===== src/rtl/axi_protocol_monitor.sv =====
// rtl/axi_protocol_monitor.sv - passive AXI link checker with transaction tracking and error reporting
module axi_protocol_monitor #(
    parameter int DATA_WIDTH      = 16,
    parameter int ADD_WIDTH       = 8,
    parameter int ID_WIDTH        = 8,
    parameter int MAX_OUTSTANDING = 4,
    parameter int TIMEOUT         = 256
) (
    input  logic                                 aclk,
    input  logic                                 areset,
    input  logic                                 awvalid,
    input  logic                                 awready,
    input  logic [ADD_WIDTH-1:0]                 awaddr,
    input  logic [7:0]                           awlen,
    input  logic [2:0]                           awsize,
    input  logic [ID_WIDTH-1:0]                  awid,
    input  logic                                 wvalid,
    input  logic                                 wready,
    input  logic [DATA_WIDTH-1:0]                wdata,
    input  logic [DATA_WIDTH/8-1:0]              wstrb,
    input  logic                                 wlast,
    input  logic [ID_WIDTH-1:0]                  wid,
    input  logic                                 bvalid,
    input  logic                                 bready,
    input  logic                                 arvalid,
    input  logic                                 arready,
    input  logic [ADD_WIDTH-1:0]                 araddr,
    input  logic [7:0]                           arlen,
    input  logic [2:0]                           arsize,
    input  logic [ID_WIDTH-1:0]                  arid,
    input  logic                                 rvalid,
    input  logic                                 rready,
    input  logic                                 rlast,
    input  logic                                 err_clr,
    output logic [9:0]                           err_pulse,
    output logic [9:0]                           err_sticky,
    output logic [15:0]                          err_count,
    output logic [$clog2(MAX_OUTSTANDING+1)-1:0] rd_outstanding,
    output logic [$clog2(MAX_OUTSTANDING+1)-1:0] wr_outstanding
);
    localparam int CW  = $clog2(MAX_OUTSTANDING + 1);
    localparam int PW  = (MAX_OUTSTANDING > 1) ? $clog2(MAX_OUTSTANDING) : 1;
    localparam int TW  = (TIMEOUT > 0) ? $clog2(TIMEOUT + 1) : 1;
    localparam int AWP = ADD_WIDTH + 8 + 3 + ID_WIDTH;
    localparam int WP  = DATA_WIDTH + DATA_WIDTH/8 + 1 + ID_WIDTH;
    localparam logic [CW-1:0] OUT_MAX = CW'(MAX_OUTSTANDING);
    localparam logic [PW-1:0] PTR_MAX = PW'(MAX_OUTSTANDING - 1);
    localparam logic [TW-1:0] T_MAX   = TW'(TIMEOUT);
    localparam logic [TW-1:0] T_LIM   = TW'((TIMEOUT > 0) ? TIMEOUT - 1 : 0);

    logic aw_hs, w_hs, b_hs, ar_hs, r_hs;
    assign aw_hs = awvalid & awready;
    assign w_hs  = wvalid & wready;
    assign b_hs  = bvalid & bready;
    assign ar_hs = arvalid & arready;
    assign r_hs  = rvalid & rready;

    logic [AWP-1:0] aw_pl, ar_pl, aw_copy, ar_copy;
    logic [WP-1:0]  w_pl, w_copy;
    logic           aw_stall_q, ar_stall_q, w_stall_q;
    assign aw_pl = {awaddr, awlen, awsize, awid};
    assign ar_pl = {araddr, arlen, arsize, arid};
    assign w_pl  = {wdata, wstrb, wlast, wid};

    logic          rst_seen;
    logic [CW-1:0] fifo_cnt;
    logic [PW-1:0] wr_ptr, rd_ptr;
    logic [7:0]    len_mem [MAX_OUTSTANDING];
    logic [7:0]    beat;
    logic [7:0]    b_pend;
    logic [TW-1:0] stall_cnt [5];
    logic [4:0]    stall;
    assign stall = {rvalid & ~rready, arvalid & ~arready, bvalid & ~bready,
                    wvalid & ~wready, awvalid & ~awready};

    logic       fifo_empty, fifo_full, rd_full, w_ok, push, pop;
    logic [7:0] cur_len;
    logic [4:0] tmo_hit;
    logic [9:0] viol;

    always_comb begin
        fifo_empty = (fifo_cnt == '0);
        fifo_full  = (fifo_cnt == OUT_MAX);
        rd_full    = (rd_outstanding == OUT_MAX);
        // An AW accepted alongside the first beat supplies the length directly.
        cur_len    = fifo_empty ? awlen : len_mem[rd_ptr];
        w_ok       = w_hs & (~fifo_empty | aw_hs);
        push       = aw_hs & ~fifo_full;
        pop        = w_ok & wlast;
        for (int i = 0; i < 5; i++)
            tmo_hit[i] = (TIMEOUT > 0) && stall[i] && (stall_cnt[i] == T_LIM);
        viol    = '0;
        viol[0] = aw_stall_q & (~awvalid | (aw_pl != aw_copy));
        viol[1] = ar_stall_q & (~arvalid | (ar_pl != ar_copy));
        viol[2] = w_stall_q  & (~wvalid  | (w_pl  != w_copy));
        viol[3] = rst_seen;
        viol[4] = rvalid & (rd_outstanding == '0);
        viol[5] = bvalid & (b_pend == '0);
        viol[6] = w_ok & (wlast != (beat == cur_len));
        viol[7] = w_hs & fifo_empty & ~aw_hs;
        viol[8] = |tmo_hit;
        viol[9] = (ar_hs & rd_full) | (aw_hs & fifo_full);
    end

    // Deliberately not reset: remembers valids seen while areset is held.
    always_ff @(posedge aclk) begin
        if (areset) begin
            if (awvalid | wvalid | arvalid | rvalid | bvalid)
                rst_seen <= 1'b1;
        end else begin
            rst_seen <= 1'b0;
        end
    end

    always_ff @(posedge aclk) begin
        if (push)
            len_mem[wr_ptr] <= awlen;
    end

    always_ff @(posedge aclk) begin
        if (areset) begin
            err_pulse      <= '0;
            err_sticky     <= '0;
            err_count      <= '0;
            rd_outstanding <= '0;
            fifo_cnt       <= '0;
            wr_ptr         <= '0;
            rd_ptr         <= '0;
            beat           <= '0;
            b_pend         <= '0;
            aw_stall_q     <= 1'b0;
            ar_stall_q     <= 1'b0;
            w_stall_q      <= 1'b0;
            aw_copy        <= '0;
            ar_copy        <= '0;
            w_copy         <= '0;
            for (int i = 0; i < 5; i++)
                stall_cnt[i] <= '0;
        end else begin
            err_pulse <= viol;
            if (err_clr) begin
                err_sticky <= viol;
                err_count  <= {15'd0, |viol};
            end else begin
                err_sticky <= err_sticky | viol;
                if ((|viol) && err_count != 16'hFFFF)
                    err_count <= err_count + 16'd1;
            end

            aw_stall_q <= awvalid & ~awready;
            ar_stall_q <= arvalid & ~arready;
            w_stall_q  <= wvalid & ~wready;
            aw_copy    <= aw_pl;
            ar_copy    <= ar_pl;
            w_copy     <= w_pl;

            if ((ar_hs && !rd_full) && !(r_hs && rlast && rd_outstanding != '0))
                rd_outstanding <= rd_outstanding + 1'b1;
            else if (!(ar_hs && !rd_full) && (r_hs && rlast && rd_outstanding != '0))
                rd_outstanding <= rd_outstanding - 1'b1;

            if (push)
                wr_ptr <= (wr_ptr == PTR_MAX) ? '0 : wr_ptr + 1'b1;
            if (pop)
                rd_ptr <= (rd_ptr == PTR_MAX) ? '0 : rd_ptr + 1'b1;
            if (push && !pop)
                fifo_cnt <= fifo_cnt + 1'b1;
            else if (pop && !push)
                fifo_cnt <= fifo_cnt - 1'b1;

            if (pop)
                beat <= '0;
            else if (w_ok)
                beat <= beat + 8'd1;

            if (pop && !(b_hs && b_pend != '0)) begin
                if (b_pend != 8'hFF)
                    b_pend <= b_pend + 8'd1;
            end else if (!pop && b_hs && b_pend != '0) begin
                b_pend <= b_pend - 8'd1;
            end

            for (int i = 0; i < 5; i++) begin
                if (!stall[i])
                    stall_cnt[i] <= '0;
                else if (stall_cnt[i] != T_MAX)
                    stall_cnt[i] <= stall_cnt[i] + 1'b1;
            end
        end
    end

    assign wr_outstanding = fifo_cnt;
endmodule


===== config.mk =====
export PLATFORM = sky130hd
export DESIGN_NAME = axi_protocol_monitor
export DESIGN_NICKNAME = d
export VERILOG_FILES = /design/src/rtl/axi_protocol_monitor.sv
export SDC_FILE = /design/constraint.sdc
export NUM_CORES = 1
export LEC_CHECK = 0
export BUFFER_PORTS_ARGS = -buffer_cell sky130_fd_sc_hd__buf_2
export CORE_ASPECT_RATIO = 1.4
export CORE_UTILIZATION = 45
export CTS_BUF_LIST = sky130_fd_sc_hd__clkbuf_4 sky130_fd_sc_hd__clkbuf_8 sky130_fd_sc_hd__clkbuf_16
export CTS_CLUSTER_SIZE = 14
export DETAILED_ROUTE_END_ITERATION = 10
export PLACE_DENSITY_LB_ADDON = 0.25
export SETUP_SLACK_MARGIN = 0.1
export SLEW_MARGIN = 0
export SYNTH_ARGS = -nofsm -noshare
export SYNTH_HDL_FRONTEND = slang
export SYNTH_SLANG_ARGS = --single-unit

===== constraint.sdc =====
create_clock -name aclk -period 4.2 [get_ports aclk]
set_clock_uncertainty 0.15 [all_clocks]
set_input_delay 0.84 -clock aclk [delete_from_list [all_inputs] [get_ports aclk]]
set_output_delay 0.84 -clock aclk [all_outputs]
set_load 0.03 [all_outputs]

==> metrics.yaml <==
power:
  leakagePower_nw: 4.568
  peakVddDrop_uv: 315.3
  power_density_nw_per_um2: 459.3
status:
  status: "finished clean"
place:
  place.gp.congestion: 0.8052
  hpwl_microns: 14720
  dp.cells: 1319
  port_buffers: 136
critical_path:
  cp-end-kind: "flop"
  cp_top_family: "compound AO/OA/AOI/OAI gates"
  crit_start: "b_pend[3]$_SDFFE_PP0P_"
  worstPathArrival_ps: 3720
  slowest_delay_ps: 490
  required_ps: 4420
  setup.worst_path.start_class: "flop"
  cpMaxStageDelayCell: "a2111oi_0"
  path_depth: 12
  r2r_start: "b_pend[3]$_SDFFE_PP0P_"
  path_common_cell: "a21oi_1"
  path_class: "reg2reg"
  path_buf_inv: 0
  r2r_cells: 12
  cp_max_fo: 9
  path_cells: "nor4_1 > a21oi_1 > or2_1 > ha_1 > a21o_1 > a21oi_1 > o21bai_1 > a2111oi_0 > o21ai_0 > a21oi_1 > xnor2_1 > nor2_1"
synth:
  synth_edf_count: 77
  synth_ff_type: "dfxtp_1"
  ys_seq_area_share_pct: 53.41
  synth-seq-cells: 226
  syn_nets: 1040
  syn_area_sq_um: 9913
  synth-async-reset-ratio_pct: 0
  syn_avg_cell_area_sq_um: 10.87
  synthCells: 912
  synth.distinct_cells: 51
  yosysWarningCount: 0
cells_and_area:
  nNetsFinal: 1180
  fillers: 1921
  drive_gt1_share_pct: 18.37
  area_growth_pct: 17.38
  fin_cells: 1360
detailed_routing:
  drtIter0Drc: 294
  via_per_inst: 5.015
  drt-total-wl_microns: 20210
  vias: 6820
  drc: 0
  firstDrtPassIters: 4
  avgRoutedWirePerCell_microns: 14.86
  ant_nets: 0
timing:
  fin_setup_tns_ps: 0
  setup_viol: 0
  rsz0062_at_grt: "false"
  relSlewSlack_pct: 32.36
  period_minus_slack_ps: 3499
  worst_slew_pin_slew_ps: 1015
  hold_viol_final: 0
  max_freq_mhz: 285.8
  min_period_over_period_pct: 83.32
  slew_violations: 0
clock_network:
  cts_tree: "yes"
  path_clk_slew_ps: 60
  htree_levels: 1
  cts_resized: 0
  cts_buffers: 23
  clock-sinks: 226
  cts-root-buf: "clkbuf_16"
  cts_setup_buffers: 0
  clkLatencyLatePin_ps: 510
  cts_buffer_depth: 3
  cts_hold_buf: 0
hold_path:
  min_path_cells: 1
  hold_class: "reg2reg"
  hp-start: "err_sticky[0]$_SDFF_PP0_"
global_route:
  grt_pass1_wl_microns: 32550
  grt_overflow: 0
  grt_max_degree: 70
  grt_pass1_vias: 6679
  grt_usage_pct: 18.07
  grt_antenna_before_repair: 2
die:
  die_h_microns: 177.6
  die_w_microns: 127.4
  dieArea_sq_um: 22640
  rows: 63
  core_sq_um: 21360
  start_util_pct: 46.41
  ios: 137
job:
  maxCapViolCount: 0
## cell usage after synthesis (all sizes together) (2+ instances only)
master  count  area (sq um)
and2        5         31.28
o21ai       9         45.04
and3       16         100.1
nor2       91         341.6
edfxtp     77          2312
a21o       12         90.09
ha         30         375.4
o21bai      3         22.52
inv        24         90.08
dfxtp     149          2983
nor3        9         45.04
a211oi      2         15.01
or3        12         75.07
nor3b       3         22.52
clkbuf     23         86.33
buf         5         25.03
o31ai       8         65.06
o41ai       4         35.03
nand3      28         140.1
or4        12         90.09
a21oi      30         153.9
or3b        2         17.52
mux4        8         180.2
nand2      33         123.9
nand3b      3         22.52
nand2b      5         31.28
or2         3         18.77
fa          3         60.06
nand4      39         244.0
xnor2     107         937.2
and4        2         17.52
nor2b      89         556.8
o211ai      2         15.01
nor4       10         62.56
mux2i       7         70.07
xor2       39         341.6
## placed cells by master (no fill, tap or decap), drive strengths merged, types with 4 or more instances in the layout
cell type,count
dfxtp,149
buf,143
xnor2,107
nor2,91
nor2b,89
edfxtp,77
nand4,39
xor2,39
clkbuf,34
nand2,33
ha,30
a21oi,30
nand3,28
inv,25
and3,16
or3,12
or4,12
a21o,12
nor4,10
nor3,9
o21ai,9
mux4,8
o31ai,8
mux2i,7
nand2b,5
and2,5
o41ai,4
## cells by family after synthesis
logic type	share of synthesized area (%)
multiplexers	2.524
buffers and inverters	2.032
flip-flops	53.41
XOR/XNOR	12.90
adder cells (fa/ha/maj)	4.392
AND/OR/NAND/NOR	19.84
AO/OA/AOI/OAI	4.897
## routing by layer
layer | part of all wire (%) | global-route usage, % | routed length, microns | vias up
met1 | 42 | 21.17 | 8511 | 3182
li1 | - | - | - | 3454
met5 | 0.064 | 0 | 13 | -
met4 | 2.8 | 6.548 | 561 | 2
met2 | 50 | 32.67 | 10130 | 140
met3 | 4.9 | 3.346 | 988 | 42
## worst reg2reg max path, cell delays in order (launching register included)
cell and delay (ps):
dfxtp_1 350, nor4_1 430, a21oi_1 190, or2_1 380, ha_1 330, a21o_1 180
a21oi_1 220, o21bai_1 110, a2111oi_0 490, o21ai_0 160, a21oi_1 190, xnor2_1 140
nor2_1 50
## state kept, by name, summed over array words and instances, names as in the netlist, named ones only
register / count
ar_copy: 27
b_pend: 8
w_copy: 27
aw_stall_q: 1
rst_seen: 1
ar_stall_q: 1
beat: 8
stall_cnt: 45
aw_copy: 27
err_sticky: 10
wr_ptr: 2
err_count: 16
rd_ptr: 2
err_pulse: 10
len_mem: 32
w_stall_q: 1
rd_outstanding: 3
wr_outstanding: 3
## metrics by stage
step / power (mW) / area (sq um) / worst slack, ps / hold slack (ps) / util, %
6_report: 5.344 / 11640 / 700.6 / 297.9 / 54.47
4_1_cts: 5.410 / 11630 / 679.2 / 300.0 / 54.46
3_3_place_gp: 3.407 / 10910 / 430.7 / 278.6 / 51.07
3_5_place_dp: 3.424 / 10910 / 341.6 / 285.8 / 51.07
2_1_floorplan: 3.164 / 9913 / 434.2 / 288.1 / -
5_1_grt: 5.606 / 11630 / 383.8 / 312.6 / 54.46
## final cells by class
class	count	area, sq um	share of cell area, %
Clock buffer	34	664.4	5.710
Clock inverter	6	60.06	0.5161
Multi-Input combinational cell	634	4423	38.01
Timing Repair Buffer	143	735.7	6.323
Tap cell	292	365.4	3.140
Inverter	24	90.09	0.7742
Antenna cell	1	2.502	0.02151
Sequential cell	226	5295	45.51
## power by group
group	leakage [nW]	internal, mW	switching (mW)	total (mW)
registers	2.07	2.38	0.103	2.48
clock network	0.365	1.16	0.812	1.97
logic	2.14	0.395	0.494	0.889
total	4.57	3.94	1.41	5.34
## path summary, 6_finish.rpt
check,end,slack [ps]
worst max-delay path,b_pend[7]$_SDFFE_PP0P_,700
worst min-delay path,err_sticky[0]$_SDFF_PP0_,300
worst max register to register,b_pend[7]$_SDFFE_PP0P_,700
worst min register to register,err_sticky[0]$_SDFF_PP0_,300
Power figures use the tool's default switching activity.
